$ cat config.mk
export PLATFORM = sky130hd
export DESIGN_NAME = hazard_ctrl_pipe
export DESIGN_NICKNAME = d
export VERILOG_FILES = /design/src/rtl/hazard_ctrl_pipe.sv
export SDC_FILE = /design/constraint.sdc
export NUM_CORES = 1
export LEC_CHECK = 0
export ABC_AREA = 0
export BUFFER_PORTS_ARGS = -buffer_cell sky130_fd_sc_hd__buf_2
export CAP_MARGIN = 20
export CELL_PAD_IN_SITES_DETAIL_PLACEMENT = 0
export CELL_PAD_IN_SITES_GLOBAL_PLACEMENT = 1
export CORE_AREA = 2 2 237 239
export DETAILED_ROUTE_END_ITERATION = 16
export DIE_AREA = 0 0 239 241
export PLACE_DENSITY_LB_ADDON = 0.1
export SLEW_MARGIN = 30
export SYNTH_ARGS = -nofsm -noshare
export SYNTH_HDL_FRONTEND = slang
export SYNTH_SLANG_ARGS = --single-unit
export TNS_END_PERCENT = 5
$ cat constraint.sdc
create_clock -name clk -period 2.62 [get_ports clk]
set_clock_uncertainty 0.15 [all_clocks]
set_input_delay 0.131 -clock clk [delete_from_list [all_inputs] [get_ports clk]]
set_output_delay 0.131 -clock clk [all_outputs]
set_load 0.02 [all_outputs]
$ cat src/rtl/hazard_ctrl_pipe.sv
// hazard_ctrl_pipe
// Front-end pipeline registers acting on the hazard unit's commands. This
// block holds the PC register, the IF/ID register and the ID/EX register,
// and contains the Execute-stage forwarding muxes.
//
// Ports
//   clk, rst_n                 clock, asynchronous active-low reset
//   StallF, StallD             hold PC / IF/ID register
//   FlushD, FlushE             bubble IF/ID / ID/EX register
//   PCSrcE, PCTargetE          taken redirect from Execute (beats StallF)
//   ForwardAE, ForwardBE       00 RF, 01 ResultW, 10 ALUResultM, 11 RF
//   InstrF                     instruction at PCF
//   RD1D, RD2D, ImmExtD, CtrlD Decode operands and control bundle
//   ALUResultM, ResultW        forwarding sources
//   PCF                        fetch address
//   InstrD, PCD, PCPlus4D      IF/ID contents; Rs1D/Rs2D decoded from InstrD
//   PCE, PCPlus4E, ImmExtE,
//   Rs1E, Rs2E, RdE, CtrlE     ID/EX contents
//   SrcAE, WriteDataE          forwarded Execute operands (combinational)
//   stall_cnt, flush_cnt       saturating performance event counters
module hazard_ctrl_pipe #(
  parameter int                XLEN      = 32,
  parameter logic [XLEN-1:0]   RESET_PC  = '0,
  parameter int                CTRL_W    = 12,
  parameter logic [31:0]       NOP_INSTR = 32'h0000_0013
) (
  input  logic              clk,
  input  logic              rst_n,
  input  logic              StallF,
  input  logic              StallD,
  input  logic              FlushD,
  input  logic              FlushE,
  input  logic              PCSrcE,
  input  logic [XLEN-1:0]   PCTargetE,
  input  logic [1:0]        ForwardAE,
  input  logic [1:0]        ForwardBE,
  input  logic [31:0]       InstrF,
  input  logic [XLEN-1:0]   RD1D,
  input  logic [XLEN-1:0]   RD2D,
  input  logic [XLEN-1:0]   ImmExtD,
  input  logic [CTRL_W-1:0] CtrlD,
  input  logic [XLEN-1:0]   ALUResultM,
  input  logic [XLEN-1:0]   ResultW,
  output logic [XLEN-1:0]   PCF,
  output logic [31:0]       InstrD,
  output logic [XLEN-1:0]   PCD,
  output logic [XLEN-1:0]   PCPlus4D,
  output logic [4:0]        Rs1D,
  output logic [4:0]        Rs2D,
  output logic [XLEN-1:0]   PCE,
  output logic [XLEN-1:0]   PCPlus4E,
  output logic [XLEN-1:0]   ImmExtE,
  output logic [4:0]        Rs1E,
  output logic [4:0]        Rs2E,
  output logic [4:0]        RdE,
  output logic [CTRL_W-1:0] CtrlE,
  output logic [XLEN-1:0]   SrcAE,
  output logic [XLEN-1:0]   WriteDataE,
  output logic [15:0]       stall_cnt,
  output logic [15:0]       flush_cnt
);

  localparam logic [XLEN-1:0] PC_STEP = XLEN'(4);

  logic [XLEN-1:0]   pc_p0;
  logic [XLEN-1:0]   pc_plus4_p0;
  logic [31:0]       instr_p1;
  logic [XLEN-1:0]   pc_p1, pc_plus4_p1;
  logic [XLEN-1:0]   rd1_p2, rd2_p2, imm_p2, pc_p2, pc_plus4_p2;
  logic [4:0]        rs1_p2, rs2_p2, rd_p2;
  logic [CTRL_W-1:0] ctrl_p2;
  logic [15:0]       stall_cnt_q, flush_cnt_q;

  function automatic logic [15:0] sat_inc(input logic [15:0] cnt, input logic evt);
    if (evt && (cnt != 16'hFFFF)) return cnt + 16'd1;
    return cnt;
  endfunction

  // Code 11 is reserved and falls back to the register-file operand.
  function automatic logic [XLEN-1:0] fwd_sel(input logic [1:0] sel,
                                              input logic [XLEN-1:0] rf,
                                              input logic [XLEN-1:0] res_w,
                                              input logic [XLEN-1:0] alu_m);
    case (sel)
      2'b01:   return res_w;
      2'b10:   return alu_m;
      default: return rf;
    endcase
  endfunction

  assign pc_plus4_p0 = pc_p0 + PC_STEP;

  // Fetch stage: a taken redirect wins over a load-use stall.
  always_ff @(posedge clk or negedge rst_n) begin
    if (!rst_n) begin
      pc_p0 <= RESET_PC;
    end else if (PCSrcE) begin
      pc_p0 <= PCTargetE;
    end else if (!StallF) begin
      pc_p0 <= pc_plus4_p0;
    end
  end

  // IF/ID boundary: flush > stall > load.
  always_ff @(posedge clk or negedge rst_n) begin
    if (!rst_n) begin
      instr_p1    <= NOP_INSTR;
      pc_p1       <= '0;
      pc_plus4_p1 <= '0;
    end else if (FlushD) begin
      instr_p1    <= NOP_INSTR;
      pc_p1       <= '0;
      pc_plus4_p1 <= '0;
    end else if (!StallD) begin
      instr_p1    <= InstrF;
      pc_p1       <= pc_p0;
      pc_plus4_p1 <= pc_plus4_p0;
    end
  end

  // ID/EX boundary: no hold path, a Decode stall is always paired with FlushE.
  always_ff @(posedge clk or negedge rst_n) begin
    if (!rst_n) begin
      rd1_p2      <= '0;
      rd2_p2      <= '0;
      imm_p2      <= '0;
      pc_p2       <= '0;
      pc_plus4_p2 <= '0;
      rs1_p2      <= '0;
      rs2_p2      <= '0;
      rd_p2       <= '0;
      ctrl_p2     <= '0;
    end else if (FlushE) begin
      rd1_p2      <= '0;
      rd2_p2      <= '0;
      imm_p2      <= '0;
      pc_p2       <= '0;
      pc_plus4_p2 <= '0;
      rs1_p2      <= '0;
      rs2_p2      <= '0;
      rd_p2       <= '0;
      ctrl_p2     <= '0;
    end else begin
      rd1_p2      <= RD1D;
      rd2_p2      <= RD2D;
      imm_p2      <= ImmExtD;
      pc_p2       <= pc_p1;
      pc_plus4_p2 <= pc_plus4_p1;
      rs1_p2      <= instr_p1[19:15];
      rs2_p2      <= instr_p1[24:20];
      rd_p2       <= instr_p1[11:7];
      ctrl_p2     <= CtrlD;
    end
  end

  // A stall that coincides with a flush is counted only as a flush.
  always_ff @(posedge clk or negedge rst_n) begin
    if (!rst_n) begin
      stall_cnt_q <= '0;
      flush_cnt_q <= '0;
    end else begin
      stall_cnt_q <= sat_inc(stall_cnt_q, StallD && !FlushD);
      flush_cnt_q <= sat_inc(flush_cnt_q, FlushD);
    end
  end

  assign PCF        = pc_p0;
  assign InstrD     = instr_p1;
  assign PCD        = pc_p1;
  assign PCPlus4D   = pc_plus4_p1;
  assign Rs1D       = instr_p1[19:15];
  assign Rs2D       = instr_p1[24:20];
  assign PCE        = pc_p2;
  assign PCPlus4E   = pc_plus4_p2;
  assign ImmExtE    = imm_p2;
  assign Rs1E       = rs1_p2;
  assign Rs2E       = rs2_p2;
  assign RdE        = rd_p2;
  assign CtrlE      = ctrl_p2;
  assign SrcAE      = fwd_sel(ForwardAE, rd1_p2, ResultW, ALUResultM);
  assign WriteDataE = fwd_sel(ForwardBE, rd2_p2, ResultW, ALUResultM);
  assign stall_cnt  = stall_cnt_q;
  assign flush_cnt  = flush_cnt_q;

endmodule

==> metrics.txt, run 1 <==
grt total ovfl=0; Setup Crit Path Kind=reg -> reg; Leakage=11.4 nW; Slew Limit Fails=0; Die W=around 240 µm; CP Max Fanout=6; Pint=~0.010 W; required time worst endpoint=around 2.9 ns; die area=57600 µm²; CP endpoint kind=flip-flop; Reg2Reg Depth=6; global-route wire length before repair=87100 µm; Pre-antenna DRT Iters=5; htree depth=2; top_reg_cell synth=dfrtp_1; Pwr per Cell Area=645 nW/µm²; setup TNS=0 ns; fmax=between 0.4 and 0.5 GHz; total power=~0.015 W; sequential share of power=0.412; CTS root buf=clkbuf_16; reg2reg end=PCF[15]; Critical Path AT=approximately 2.8 ns; Initial Utilization=0.266; vias in the first global route=around 14000; residual DRC count=0; layout cells sized above 1=0.328; Avg WL per Cell=20.1 µm; sequential fraction of the synthesis area=0.589; final hold violations=0; Total Wirelength=59300 µm; RD Place Congestion=~0.81; post-synthesis register bit count=around 340; Net Sw Power=0.00441 W; Final #Nets=2471; Worst slew margin=0.532; TritonCTS clock tree=built; cell count after placement=approximately 2600; synthesized cell area=about 15000 µm²; Max-Cap Viols=0; Die Ht=241 µm; Post-synth EDFFs=0; switching portion of total power=0.304; P&R area growth vs syn=54.3%; Hold Crit Endpoint=PCF[30]; post-synthesis net count=~1600; post-synthesis area per instance=10.7 µm²; Final ANT Viol Nets=0; post-DP HPWL=~44000 µm; All-Layer GR Usage=0.199; row count=86; routed vias/inst=roughly 4.5; final non-filler cell total=2956; IO buf count=approximately 600; RSZ-0062 raised after global routing=false; core area=54900 µm²; First DRT Iteration DRCs=roughly 540; run status=completed; FF-to-FF Start=PCF[3]; clk sink count=about 340; maximum VDD drop=between 0.4 and 0.5 mV; Reg clk slew, reported paths=around 0.060 ns; Final setup viols=0; largest net degree at the start of global routing=95; HP Start=StallF; combinational power share=0.200; reg2reg setup slack=between 0.1 and 0.15 ns; Clock power frac=0.387; Final Cycle Share=0.952; Hold Path Class=in -> reg; number of I/O pins=a little over 600; Syn Inst Count=approximately 1400; clock buffer depth=3; vias=13205; min cycle time layout=between 2 and 2.5 ns; Ys Warns=0; CTS buffer count=43; Distinct cells, synth=45; Startpoint Class=flip-flop; Tightest Pin Transition=about 0.7 ns; Setup crit start=PCF[3]; initial antenna violation count=3; later-pin clock latency in the skew report=around 0.57 ns; asr flop ratio synth=1.00; WHS Path Cells=4
[flip-flops by register name (all words and copies together), names as in the netlist]
name / count
PCPlus4E: 32
PCF: 32
Rs1E: 5
stall_cnt: 16
flush_cnt: 16
ImmExtE: 32
PCPlus4D: 30
CtrlE: 12
rd2_p2: 32
PCE: 30
InstrD: 32
PCD: 32
rd1_p2: 32
RdE: 5
Rs2E: 5
[cells in the final DEF, fill, tap and decap left out, drive strengths merged, types with 3 or more instances in the layout]
| cell type | netlist | layout |
|---|---|---|
| buf | 38 | 659 |
| dfrtp | 340 | 340 |
| dlygate4sd3 | 0 | 260 |
| nor2b | 183 | 183 |
| nand2 | 129 | 129 |
| nor2 | 103 | 103 |
| o21ai | 99 | 99 |
| a22oi | 64 | 64 |
| mux2i | 64 | 64 |
| clkbuf | 69 | 63 |
| xnor2 | 47 | 47 |
| nand3 | 29 | 29 |
| xor2 | 27 | 27 |
| a21oi | 23 | 23 |
| inv | 19 | 22 |
| nor3 | 21 | 21 |
| nand4 | 18 | 18 |
| clkinv | 0 | 9 |
| nor4 | 9 | 9 |
| a21o | 8 | 8 |
| or3 | 7 | 7 |
| and3 | 7 | 7 |
| a211oi | 7 | 7 |
| ha | 7 | 7 |
| and4 | 5 | 5 |
| mux2 | 5 | 5 |
| diode | 0 | 4 |
| or4 | 4 | 4 |
| and2 | 4 | 4 |
| a311oi | 4 | 4 |
| dfstp | 3 | 3 |
| a211o | 3 | 3 |
[cells in the mapped netlist (14+ instances only)]
cell,number,area share
dfrtp_1,340,0.58
xor2_1,27,0.016
nand3_1,28,0.0096
inv_1,19,0.0049
mux2i_1,64,0.044
a22oi_1,64,0.033
buf_4,14,0.0072
a21oi_1,23,0.0079
nor2b_1,183,0.079
nand4_1,17,0.0073
nor2_1,103,0.027
xnor2_1,47,0.028
clkbuf_1,67,0.017
nor3_1,21,0.0072
o21ai_0,99,0.034
nand2_1,129,0.033
[power by group through the flow]
stage | registers (W) | logic (W) | clock network (W)
floorplan | 0.00642 | 0.000980 | 0
global placement | 0.00607 | 0.00261 | 0
detailed placement | 0.00608 | 0.00261 | 0
CTS | 0.00599 | 0.00295 | 0.00582
global route | 0.00605 | 0.00314 | 0.00602
finish | 0.00598 | 0.00290 | 0.00562
[worst max path at each step]
stage                   end  slack, ns  depth (start not counted)
2_1_floorplan       PCF[27]        0.1                          7
3_3_place_gp        PCF[27]       0.26                          5
3_5_place_dp   PCPlus4D[21]       0.23                          4
4_1_cts             PCF[15]       0.11                          6
5_1_grt             PCF[15]      0.005                          6
6_report            PCF[15]       0.13                          6
[repair_timing]
action / 4_1_cts / 5_1_grt
resized for setup: 0 / 1
hold endpoints to repair: 536 / 0
buffers inserted: 0 / 2
hold buffers: 260 / 0
endpoints found under the setup margin: 0 / 2
[stage by stage]
stage / hold WS (ns) / setup slack, ns / cell area (µm²) / util
floorplan: -0.315 / 0.0957 / 14600 / -
global placement: 0.0226 / 0.262 / 18600 / 0.338
detailed placement: 0.00582 / 0.231 / 18600 / 0.338
CTS: 0.00302 / 0.107 / 22500 / 0.409
global route: 0.0495 / 0.00488 / 22500 / 0.410
finish: 0.0394 / 0.126 / 22500 / 0.410
[layer usage]
layer | GRT usage | wire length, µm
met5 | 0 | 13
met4 | 0.0634 | 1350
met2 | 0.358 | 30600
met1 | 0.237 | 23700
met3 | 0.0439 | 3680
[worst max-delay path, cell delays in order (launching register included)]
cell and delay, ns:
dfrtp_1 0.43, nand4_1 0.24, or4_1 0.59, buf_4 0.19, xor2_1 0.12, o21ai_0 0.08, dlygate4sd3_1 0.57
[logic make-up after synthesis]
| logic type | count (synthesis) | share of synthesized area |
|---|---|---|
| AO/OA/AOI/OAI | 215 | 0.0907 |
| XOR/XNOR | 74 | 0.0445 |
| adder cells (fa/ha/maj) | 7 | 0.00601 |
| buffers and inverters | 126 | 0.0372 |
| flip-flops | 343 | 0.589 |
| multiplexers | 69 | 0.0478 |
| AND/OR/NAND/NOR | 526 | 0.185 |
[final cells by class]
class,count,area [µm²]
tap,704,881
fill,5609,32400
inverter,19,71.3
sequential,343,8590
antenna,4,10.0
clock inverter,13,78.8
timing repair buffer,919,6170
multi-input combinational,891,5460
clock buffer,63,1230
(Power assumes the default switching activity.)
==> run 2: changes to the inputs <==
PLACE_DENSITY = 0.64   (was default)
PLACE_DENSITY_LB_ADDON = default   (was 0.1)
==> run 2 against run 1 <==
Effect of this change:
- maximum frequency increased by 1.3%
- global-route usage fell by 0.34 points
- die area unchanged
- clock power up 5.5%
- first-iteration DRC count increased by 32%
- sequential cell count did not move
- power increased by 2.1%
- critical endpoint is now PCF[20]
==> metrics.txt, run 2 (synthesized netlist as in run 1, its figures left out) <==
commonest non-fill, non-tap cell in the layout=buf_2; routed vias/inst=4.56 (+2.0%); Pre-antenna DRT Iters=8 (+3); First DRT Iteration DRCs=714 (+32%); FILL cells=5440 (-3.0%); reg2reg setup slack=0.16 ns (+0.03 ns); min cycle time layout=2.46 ns (-0.0309 ns); residual DRC count=0 (unchanged); vias in the first global route=13855 (+0.22%); final hold violations=0 (unchanged); post-DP HPWL=42500 µm (-2.4%); Final #Nets=2457 (-0.57%); run status=completed; sequential share of power=0.405 (-0.007); CP endpoint kind=flip-flop; Tightest Pin Transition=0.737 ns (+0.0355 ns); htree depth=2 (unchanged); Startpoint Class=flip-flop; Worst slew margin=0.509 (-0.0236); final instance area=22500 µm² (+0.12%); number of I/O pins=604 (unchanged); global-route wire length before repair=85400 µm (-2.0%); CP Max Fanout=9 (+3); Critical Path AT=2.75 ns (-0.04 ns); Reg clk slew, reported paths=0.06 ns (about the same); Final Cycle Share=0.940 (-0.0118); worst stage delay on the critical path=0.58 ns (about the same); Final setup viols=0 (unchanged); Avg WL per Cell=20.0 µm (-0.60%); CTS root buf=clkbuf_16; Slew Limit Fails=0 (unchanged); CTS buffer count=41 (-4.7%); vias=13410 (+1.6%); All-Layer GR Usage=0.196 (-0.00335); core area=54900 µm² (unchanged); RD Place Congestion=0.877 (+8.5%); clk sink count=343 (unchanged); later-pin clock latency in the skew report=0.56 ns (about the same); IO buf count=603 (unchanged); initial antenna violation count=8 (+5); area of the multi-input gates=5480 µm² (+0.41%); TritonCTS clock tree=built; Max-Cap Viols=0 (unchanged); required time worst endpoint=2.91 ns (about the same); storage element area=8590 µm² (about the same); Total Wirelength=58700 µm (-1.0%); Final ANT Viol Nets=0 (unchanged); Crit-path slowest cell=dlygate4sd3_1; switching portion of total power=0.296 (-0.00832); layout cells sized above 1=0.336 (+0.00788); grt total ovfl=0 (unchanged); maximum VDD drop=0.430 mV (+3.7%); row count=86 (unchanged); Net Sw Power=0.00438 W (-0.65%); Initial Utilization=0.266 (unchanged); CP Cell Sequence=buf_4 > ha_2 > nand3_4 > nor3_2 > buf_4 > nand4_1 > xor2_1 > o21ai_1 > dlygate4sd3_1; die area=57600 µm² (unchanged); largest net degree at the start of global routing=85 (-11%); total power=0.0148 W (+2.1%); Setup Crit Path Kind=reg -> reg; Pwr per Cell Area=658 nW/µm² (+2.0%); fmax=0.406 GHz (+1.3%); clock buffer depth=3 (unchanged); Die W=239 µm (unchanged); most frequent cells in the layout=599 x buf_2, 339 x dfrtp_1, 241 x dlygate4sd3_1, 183 x nor2b_1, 129 x nand2_1; Clock power frac=0.400 (+0.013); Hold Path Class=in -> async; Leakage=11.3 nW (-0.22%); combinational power share=0.195 (-0.005); P&R area growth vs syn=54.5%; Pint=0.0104 W (+3.4%); placed inst area=18600 µm² (+0.51%); Die Ht=241 µm (unchanged); most frequent CP cell=buf_4
run 2: changes by cell type in the layout (fill, tap and decap cells not counted), moves of 2 or more:
cell | previous run | this run
buf_4 | 49 | 53
nor3_1 | 21 | 17
clkbuf_8 | 8 | 12
clkinv_2 | 9 | 4
clkbuf_1 | 12 | 10
nor3_2 | 0 | 4
dlygate4sd3_1 | 260 | 241
bufinv_16 | 0 | 3
buf_12 | 9 | 12
inv_6 | 3 | 0
diode_2 | 4 | 6
run 2: critical path, delay by kind of cell (launching register included):
kind                       cells  cell delay, ns
buffers and inverters          3            0.92
and+or+nand+nor                3            0.45
DFF                            1            0.34
adders and majority gates      1            0.23
xor gates and xnor gates       1            0.17
AOI/OAI and AO/OA              1            0.09
run 2: layout make-up:
cell class                      count  area share
Sequential cell                   343       0.381
Timing Repair Buffer              907       0.270
Multi-Input combinational cell    891       0.244
Clock buffer                       64      0.0557
Tap cell                          704      0.0391
Clock inverter                     10     0.00683
Inverter                           19     0.00317
Antenna cell                        6    0.000667
run 2: through the flow:
step                hold WS (ns)  setup TNS, ns  cells  setup slack [ns]   util
CTS                      0.00292              0   2937            0.0815  0.409
floorplan                 -0.315              0   1360            0.0957      -
global placement          0.0543              0   2622             0.245  0.340
global route              0.0487       -0.00548   2944          -0.00548  0.410
finish                    0.0473              0   2944             0.157  0.410
detailed placement        0.0602              0   2622             0.219  0.340
run 2: final timing paths:
kind	startpoint	end	cells after the start
hold / removal	rst_n	PCPlus4E[12]	2
setup / recovery	PCF[2]	PCF[20]	9
hold reg to reg	stall_cnt[15]	stall_cnt[15]	1
max in group asynchronous	rst_n	InstrD[21]	3
setup reg to reg	PCF[2]	PCF[20]	9
min in group clk	StallF	PCF[30]	4
run 2: power groups by stage:
stage | Clock (W) | Sequential [W] | Combinational [W]
finish | 0.00593 | 0.00600 | 0.00289
global route | 0.00630 | 0.00605 | 0.00310
CTS | 0.00609 | 0.00600 | 0.00291
detailed placement | 0 | 0.00609 | 0.00260
global placement | 0 | 0.00608 | 0.00259
floorplan | 0 | 0.00642 | 0.000980
run 2: metal layers:
layer	vias to the layer above	GRT usage	part of all wire
met3	102	0.0466	0.065
met2	528	0.354	0.52
met5	-	0	0.00053
met4	4	0.0867	0.042
li1	6250	-	-
met1	6526	0.220	0.38
run 2: repair_timing:
item	CTS	global route
endpoints found under the hold margin	521	0
endpoints found under the setup margin	0	5
gates resized for setup	0	9
setup buffers	0	1
hold buffers	241	0
